$ cat src/rtl/float_argmax.sv
// Streaming IEEE-754 max/argmax: tracks the running maximum of one frame and
// reports value, first index, NaN and index-overflow status at frame end.
module float_argmax #(
  parameter int unsigned EXP_W = 8,
  parameter int unsigned MAN_W = 23,
  parameter int unsigned IDX_W = 8
) (
  input  logic                     clk,
  input  logic                     rst_n,
  input  logic                     in_valid_i,
  output logic                     in_ready_o,
  input  logic [EXP_W+MAN_W:0]     in_data_i,
  input  logic                     in_last_i,
  output logic                     out_valid_o,
  input  logic                     out_ready_i,
  output logic [EXP_W+MAN_W:0]     out_max_o,
  output logic [IDX_W-1:0]         out_idx_o,
  output logic                     out_nan_o,
  output logic                     out_ovf_o
);

  localparam int unsigned W = 1 + EXP_W + MAN_W;
  localparam logic [W-1:0] QNAN =
    {1'b0, {EXP_W{1'b1}}, {MAN_W{1'b0}}} | (W'(1) << (MAN_W - 1));

  typedef enum logic [1:0] {IDLE, ACCUM, HOLD} state_e;

  state_e           state_q;
  logic [W-1:0]     max_q, max_d;
  logic [IDX_W-1:0] idx_q, idx_d;
  logic [IDX_W-1:0] cnt_q, cnt_d;
  logic             have_q, have_d;
  logic             nan_q, nan_d;
  logic             ovf_q, ovf_d;
  logic             full_q, full_d;

  logic             out_valid_q;
  logic [W-1:0]     out_max_q;
  logic [IDX_W-1:0] out_idx_q;
  logic             out_nan_q;
  logic             out_ovf_q;

  logic             accept;
  logic             beat_nan;
  logic             take;

  // Monotonic unsigned key: both zeros map to the same key, negatives below
  // all positives with larger magnitude giving a smaller key.
  function automatic logic [W-1:0] order_key(input logic [W-1:0] v);
    logic [W-1:0] k;
    if (v[W-2:0] == '0)
      k = {1'b1, {(W-1){1'b0}}};
    else if (!v[W-1])
      k = {1'b1, v[W-2:0]};
    else
      k = {1'b0, ~v[W-2:0]};
    return k;
  endfunction

  assign in_ready_o = (state_q != HOLD);
  assign accept     = in_valid_i && in_ready_o;
  assign beat_nan   = (&in_data_i[W-2:MAN_W]) && (|in_data_i[MAN_W-1:0]);
  assign take       = accept && !beat_nan &&
                      (!have_q || (order_key(in_data_i) > order_key(max_q)));

  always_comb begin
    max_d  = max_q;
    idx_d  = idx_q;
    cnt_d  = cnt_q;
    have_d = have_q;
    nan_d  = nan_q;
    ovf_d  = ovf_q;
    full_d = full_q;
    if (accept) begin
      nan_d  = nan_q | beat_nan;
      have_d = have_q | !beat_nan;
      // cnt_q parks at all ones; full_q marks that index as already consumed
      ovf_d  = ovf_q | full_q;
      if (!full_q) begin
        if (&cnt_q) full_d = 1'b1;
        else        cnt_d  = cnt_q + IDX_W'(1);
      end
      if (take) begin
        max_d = in_data_i;
        idx_d = cnt_q;
      end
    end
  end

  always_ff @(posedge clk or negedge rst_n) begin
    if (!rst_n) begin
      state_q     <= IDLE;
      max_q       <= '0;
      idx_q       <= '0;
      cnt_q       <= '0;
      have_q      <= 1'b0;
      nan_q       <= 1'b0;
      ovf_q       <= 1'b0;
      full_q      <= 1'b0;
      out_valid_q <= 1'b0;
      out_max_q   <= '0;
      out_idx_q   <= '0;
      out_nan_q   <= 1'b0;
      out_ovf_q   <= 1'b0;
    end else begin
      case (state_q)
        IDLE, ACCUM: begin
          if (accept) begin
            max_q  <= max_d;
            idx_q  <= idx_d;
            cnt_q  <= cnt_d;
            have_q <= have_d;
            nan_q  <= nan_d;
            ovf_q  <= ovf_d;
            full_q <= full_d;
            if (in_last_i) begin
              state_q     <= HOLD;
              out_valid_q <= 1'b1;
              out_max_q   <= have_d ? max_d : QNAN;
              out_idx_q   <= have_d ? idx_d : '0;
              out_nan_q   <= nan_d;
              out_ovf_q   <= ovf_d;
            end else begin
              state_q <= ACCUM;
            end
          end
        end
        HOLD: begin
          if (out_ready_i) begin
            state_q     <= IDLE;
            max_q       <= '0;
            idx_q       <= '0;
            cnt_q       <= '0;
            have_q      <= 1'b0;
            nan_q       <= 1'b0;
            ovf_q       <= 1'b0;
            full_q      <= 1'b0;
            out_valid_q <= 1'b0;
            out_max_q   <= '0;
            out_idx_q   <= '0;
            out_nan_q   <= 1'b0;
            out_ovf_q   <= 1'b0;
          end
        end
        default: state_q <= IDLE;
      endcase
    end
  end

  assign out_valid_o = out_valid_q;
  assign out_max_o   = out_max_q;
  assign out_idx_o   = out_idx_q;
  assign out_nan_o   = out_nan_q;
  assign out_ovf_o   = out_ovf_q;

endmodule

$ cat config.mk
export PLATFORM = sky130hd
export DESIGN_NAME = float_argmax
export DESIGN_NICKNAME = d
export VERILOG_FILES = /design/src/rtl/float_argmax.sv
export SDC_FILE = /design/constraint.sdc
export NUM_CORES = 1
export LEC_CHECK = 0
export CAP_MARGIN = 20
export CORE_MARGIN = 4
export CORE_UTILIZATION = 43
export DETAILED_ROUTE_END_ITERATION = 8
export PLACE_DENSITY = 0.65
export SYNTH_ARGS = -nofsm -noshare
export SYNTH_HDL_FRONTEND = slang
export SYNTH_SLANG_ARGS = --single-unit
$ cat constraint.sdc
create_clock -name clk -period 8.1 [get_ports clk]
set_input_delay 1.215 -clock clk [delete_from_list [all_inputs] [get_ports clk]]
set_output_delay 1.215 -clock clk [all_outputs]
set_load 0.005 [all_outputs]
== Yosys cells after proc, flatten, opt, wreduce, memory -nomap -nowiden ==
Cells that the tools add are included.
Operators by class
  equality and inequality tests: 8
  div/mod/pow operators: 0
  reductions and logical operators: 19
  bitwise operators: 5
  mux-type cells: 49
  magnitude comparators: 1
  multiply operators: 0
  add/subtract/negate cells: 1
  shifts and indexed selects: 0
Operator list (count)
  $mux W32: 10
  $pmux W32 S2: 2
  $mux W8: 9
  $logic_not A31 Y1: 2
  $not A31 Y31: 2
  $pmux W8 S2: 3
  $gt A32 B32 Y1: 1
  $reduce_or A23 Y1: 1
  $reduce_and A8 Y1: 2
  $mux W1: 14
  $pmux W1 S2: 7
  $ne A2 B2 Y1 const B: 6
  $add A8 B1 Y8 const B: 1
  $mux W2: 3
  $reduce_and A5 Y1: 1
  $logic_and A1 B1 Y1: 4
  $pmux W2 S2: 1
  $reduce_and A4 Y1: 1
  $or A1 B1 Y1: 3
  $reduce_and A3 Y1: 1
  $eq A2 B1 Y1 const B: 1
  $eq A2 B2 Y1 const B: 1
  $logic_not A1 Y1: 2
  $logic_not A2 Y1: 1
  4 further kinds: 4
Storage, ports and cells
  bits in writable memories: 0
  input bits: 37
  latch bits: 0
  output and inout bits: 44
  memories kept: 0
  register bits after elaboration: 97
  memory bits (read-only): 0
  word-level logic and storage cells: 96

== Logic depth before layout (Yosys ltp) ==
  depth after elaboration: 11
  mapped depth: 14
  depth with buffers taken out: 12

== Least setup slack after synthesis ==
Ideal clock, no wire load.
  path type: input -> register
  start: input in_data_i[17]
  end: register out_max_q[31] (netlist: out_max_o[31])
  library setup time: 0.132 ns
  stages on the path: 14
  data required time: 7.968 ns
  slack: 3.842 ns
  data arrival time: 4.126 ns
  buffers on the path: 2
  path through: nor4_1 > nand4_1 > nor3_1 > clkbuf_1 > nor2_1 > ha_1 > a21oi_1 > nand2_1 > a221o_1 > o31a_1 > o21ai_4 > buf_6 > mux2i_1 > o21ai_1
On the way
  longest elaborated chain between the ends: 11
  elaborated cells between the ends (all ways): 18
  those cells by class: order compare: 1; mux: 8; bitwise: 2; reduce/logical: 7
RTL lines
  start, declared: line 12  | input logic [EXP_W+MAN_W:0] in_data_i,
  branches (longest 7 deep; another with $gt A32 B32 Y1)
  $mux W32 *: line 119  | out_max_q <= have_d ? max_d : QNAN;
  $mux W32 *: line 116  | if (in_last_i) begin
  $mux W32 *: line 108  | if (accept) begin
  $pmux W32 S2 *: line 106  | case (state_q)
  end signal, assigned: line 119
  end, declared: line 38  | logic [W-1:0] out_max_q;
Every way passes the cells marked *. The select of a mux whose other input is x is not followed.
A chain may end at the register's enable or synchronous reset.

== Worst setup path in the final report ==
  start: input in_data_i[0]
  end: register out_max_q[4] (netlist: out_max_o[4])
The elaborated chain is that of the path after synthesis.

==> summary.md <==
| Metric | Value |
|---|---|
| Status | `finished, final reports clean` |
| Pins Over Slew Limit | `0` |
| CTS Buf Count | `9` |
| Die Wd | `126 um` |
| Post-synthesis cell area | `5950 um2` |
| Critical Path Sink Type | `flop` |
| I/O pins | `81` |
| Detailed Routing Iterations Pass 1 | `5` |
| Dominant cell type by area after synthesis | `dfrtp_1` |
| Vias | `5021` |
| Post-CTS Setup Bufs | `0` |
| Grt ovf | `0` |
| Vias in the first global route | `5045` |
| FF-to-FF path depth | `14` |
| Num Clock Sinks | `97` |
| Clock slew at reported path FFs | `0.06 ns` |
| CTS root buf | `clkbuf_16` |
| Max frequency | `between 150 and 200 MHz` |
| Crit path launch | `in_data_i[0]` |
| Syn Nets | `~740` |
| Setup crit start kind | `input port` |
| HP Class | `flop to flop` |
| Die Ht | `126 um` |
| Crit path DAT | `6.06 ns` |
| Core Rows | `42` |
| First-pass GRT wire length | `about 26000 um` |
| Number of buffers added on ports | `80` |
| VDD IR max | `0.000135 V` |
| Worst Path Required | `8.32 ns` |
| Reg-to-reg endpoint | `out_max_o[4]$_DFFE_PN0P_` |
| Crit path to | `out_max_o[4]$_DFFE_PN0P_` |
| Nets | `802` |
| Initial DRC Count | `330` |
| Starting density of the core | `0.444` |
| # hold bufs at CTS | `0` |
| Synth warn | `0` |
| Antenna cell count | `0` |
| Area Overhead vs Synth | `20.8%` |
| Sum Neg Setup Slack | `0 ns` |
| Wirelength per Cell | `16.6 um` |
| Die area | `15800 um2` |
| Core Util, Final | `0.537` |
| Crit Path Class | `input port to flop` |
| CTS H-tree lvls | `3` |
| Pleak | `between 0.003 and 0.004 uW` |
| Synth unique cells | `41` |
| Worst-margin pin slew | `roughly 1.0 ns` |
| Synthesized instance count | `674` |
| Final Hold Fails | `0` |
| Fillers | `approximately 1200` |
| #FFs+latches synth | `97` |
| Worst-Skew Late Latency | `0.36 ns` |
| RSZ-0062 raised after global routing | `no` |
| GRT Overall Usage | `0.198` |
| Slew headroom | `0.315` |
| Final Skew | `~0.010 ns` |
| Antenna violations before repair | `0` |
| Pwr Density | `325 nW/um2` |
| Drt via density | `5.51` |
| Share of the synthesized area in the top cell type | `0.408` |
| ANT nets after route | `0` |
| Fin crit period | `around 6 ns` |
| Cts repair resizes | `0` |
| WHS Path Cells | `2` |
| CTS tree | `done` |
| Gp weighted congestion | `0.858` |
| Longest Clk Path Bufs | `2` |
| Synth Area per Inst | `just under 9 um2` |
| Residual DRC count | `0` |
| Top cells by area, synth | `dfrtp_1, ha_1, mux2i_1, nand2_1, xnor2_1` |
| Final setup viols | `0` |
| HPWL after DPL | `between 10000 and 15000 um` |
| Reg2reg start | `max_q[18]$_DFFE_PN0P_` |
| DRT Wirelength | `15100 um` |
| Max cap viols | `0` |
| Layout cell share with drive strength beyond 1 | `0.0462` |
| R2r setup slk | `~3.4 ns` |
| Largest net degree at the start of global routing | `65` |
| Tcrit/Tclk final | `0.721` |
| CP max FO | `32` |
| Core area | `13400 um2` |
| Seq/Total Area, Yosys | `0.408` |
## cells in the final DEF (no fill, tap or decap), types with 3 or more instances in the layout
cell             count
inv_1               43
nand4_1             12
clkbuf_16            9
dfrtp_1             97
xnor2_1             34
o21ai_1             30
o21ai_0             54
mux2i_1             31
and2_1               3
nor4_1              17
nor3_1               7
nor2_1              45
a21oi_1             18
xor2_1              32
clkdlybuf4s50_1     78
nand2_1             82
buf_4                9
o211a_1              9
nand3_1             45
a221o_1             10
nor2_2               3
ha_1                33
nand2b_1             4
## where the power goes
group / leakage, uW / internal [uW] / switching [uW] / total, uW
clock network: 0.000153 / 277 / 182 / 459
logic: 0.00204 / 533 / 537 / 1070
registers: 0.00128 / 649 / 159 / 807
## stage by stage
step | hold WS, ns | setup WS, ns | cell area [um2] | instances | total power (uW)
CTS | 0.489 | 2.21 | 7170 | 911 | 2350
finish | 0.482 | 2.26 | 7190 | 912 | 2340
global placement | 0.465 | 1.96 | 6850 | 896 | 1840
detailed placement | 0.475 | 1.86 | 6850 | 896 | 1880
global route | 0.513 | 1.86 | 7190 | 912 | 2530
floorplan | 0.457 | 3.84 | 5950 | 674 | 1500
## cell type report
cell class              count  area, um2  area share
inverters                  43        161      0.0224
clock inverters             3       65.1     0.00905
clock buffers              12        246      0.0343
flip-flops and latches     97       2430       0.337
repair buffers             89        881       0.122
well taps                 176        220      0.0306
multi-input cells         492       3190       0.444
## state kept, by name, indices dropped and copies added (netlist names)
register,flops
out_valid_o,1
out_max_o,32
nan_q,1
state_q,2
have_q,1
ovf_q,1
max_q,32
out_idx_o,8
out_ovf_o,1
full_q,1
cnt_q,8
out_nan_o,1
idx_q,8
## cells by family (layout without fill, tap and decap cells)
group                      after synthesis  in the layout  share of synthesized area
adders and majority gates               33             33                     0.0694
xor gates and xnor gates                66             66                     0.0971
muxes                                   31             31                     0.0521
buffers and inverters                   85            147                     0.0595
AOI/OAI and AO/OA                      134            134                      0.136
DFF                                     97             97                      0.408
and+or+nand+nor                        228            228                      0.178
## worst min-delay path by stage
stage,from,to,slack [ns]
after global routing,out_max_o[31]$_DFFE_PN0P_,out_max_o[31]$_DFFE_PN0P_,0.51
after floorplan,ovf_q$_DFFE_PN0P_,ovf_q$_DFFE_PN0P_,0.46
final,out_max_o[13]$_DFFE_PN0P_,out_max_o[13]$_DFFE_PN0P_,0.48
after detailed placement,out_max_o[31]$_DFFE_PN0P_,out_max_o[31]$_DFFE_PN0P_,0.47
after CTS,out_max_o[31]$_DFFE_PN0P_,out_max_o[31]$_DFFE_PN0P_,0.49
after global placement,out_max_o[11]$_DFFE_PN0P_,out_max_o[11]$_DFFE_PN0P_,0.46
## cells in the mapped netlist
| cell type | count |
|---|---|
| a211oi_1 | 2 |
| a21boi_0 | 1 |
| a21o_1 | 1 |
| a21oi_1 | 18 |
| a221o_1 | 10 |
| a221oi_1 | 1 |
| and2_1 | 3 |
| and4_1 | 1 |
| buf_1 | 9 |
| buf_2 | 4 |
| buf_6 | 4 |
| clkbuf_1 | 25 |
| dfrtp_1 | 97 |
| ha_1 | 33 |
| inv_1 | 43 |
| mux2i_1 | 31 |
| nand2_1 | 82 |
| nand2b_1 | 4 |
| nand3_1 | 45 |
| nand4_1 | 12 |
| nand4b_1 | 1 |
| nor2_1 | 46 |
| nor2_2 | 2 |
| nor2b_1 | 2 |
| nor3_1 | 8 |
| nor3b_4 | 1 |
| nor4_1 | 17 |
| o211a_1 | 9 |
| o211ai_1 | 2 |
| o211ai_2 | 1 |
| o21a_2 | 1 |
| o21ai_0 | 55 |
| o21ai_1 | 30 |
| o21ai_4 | 1 |
| o22ai_1 | 1 |
| o31a_1 | 1 |
| or2_2 | 1 |
| or3_1 | 2 |
| or4_1 | 1 |
| xnor2_1 | 34 |
| xor2_1 | 32 |
## critical path, cell delays in order
cell and delay, ns:
clkdlybuf4s50_1 0.50, nor4_1 0.61, nand4_1 0.25, nor3_2 0.23, buf_4 0.34, nor2_1 0.10, ha_1 0.32, a21oi_1 0.12
o21ai_0 0.10, a221o_1 0.32, o31a_1 0.37, o21ai_4 0.81, buf_4 0.43, mux2i_1 0.24, o21ai_1 0.08
## per-layer routing
metal / track usage / up-vias / routed length [um]
met2: 0.313 / 125 / 7150
li1: - / 2428 / -
met4: 0.0670 / 0 / 301
met5: 0 / - / 0
met1: 0.269 / 2446 / 6910
met3: 0.0449 / 22 / 773
Note: power is estimated with default switching activity, not from simulation.
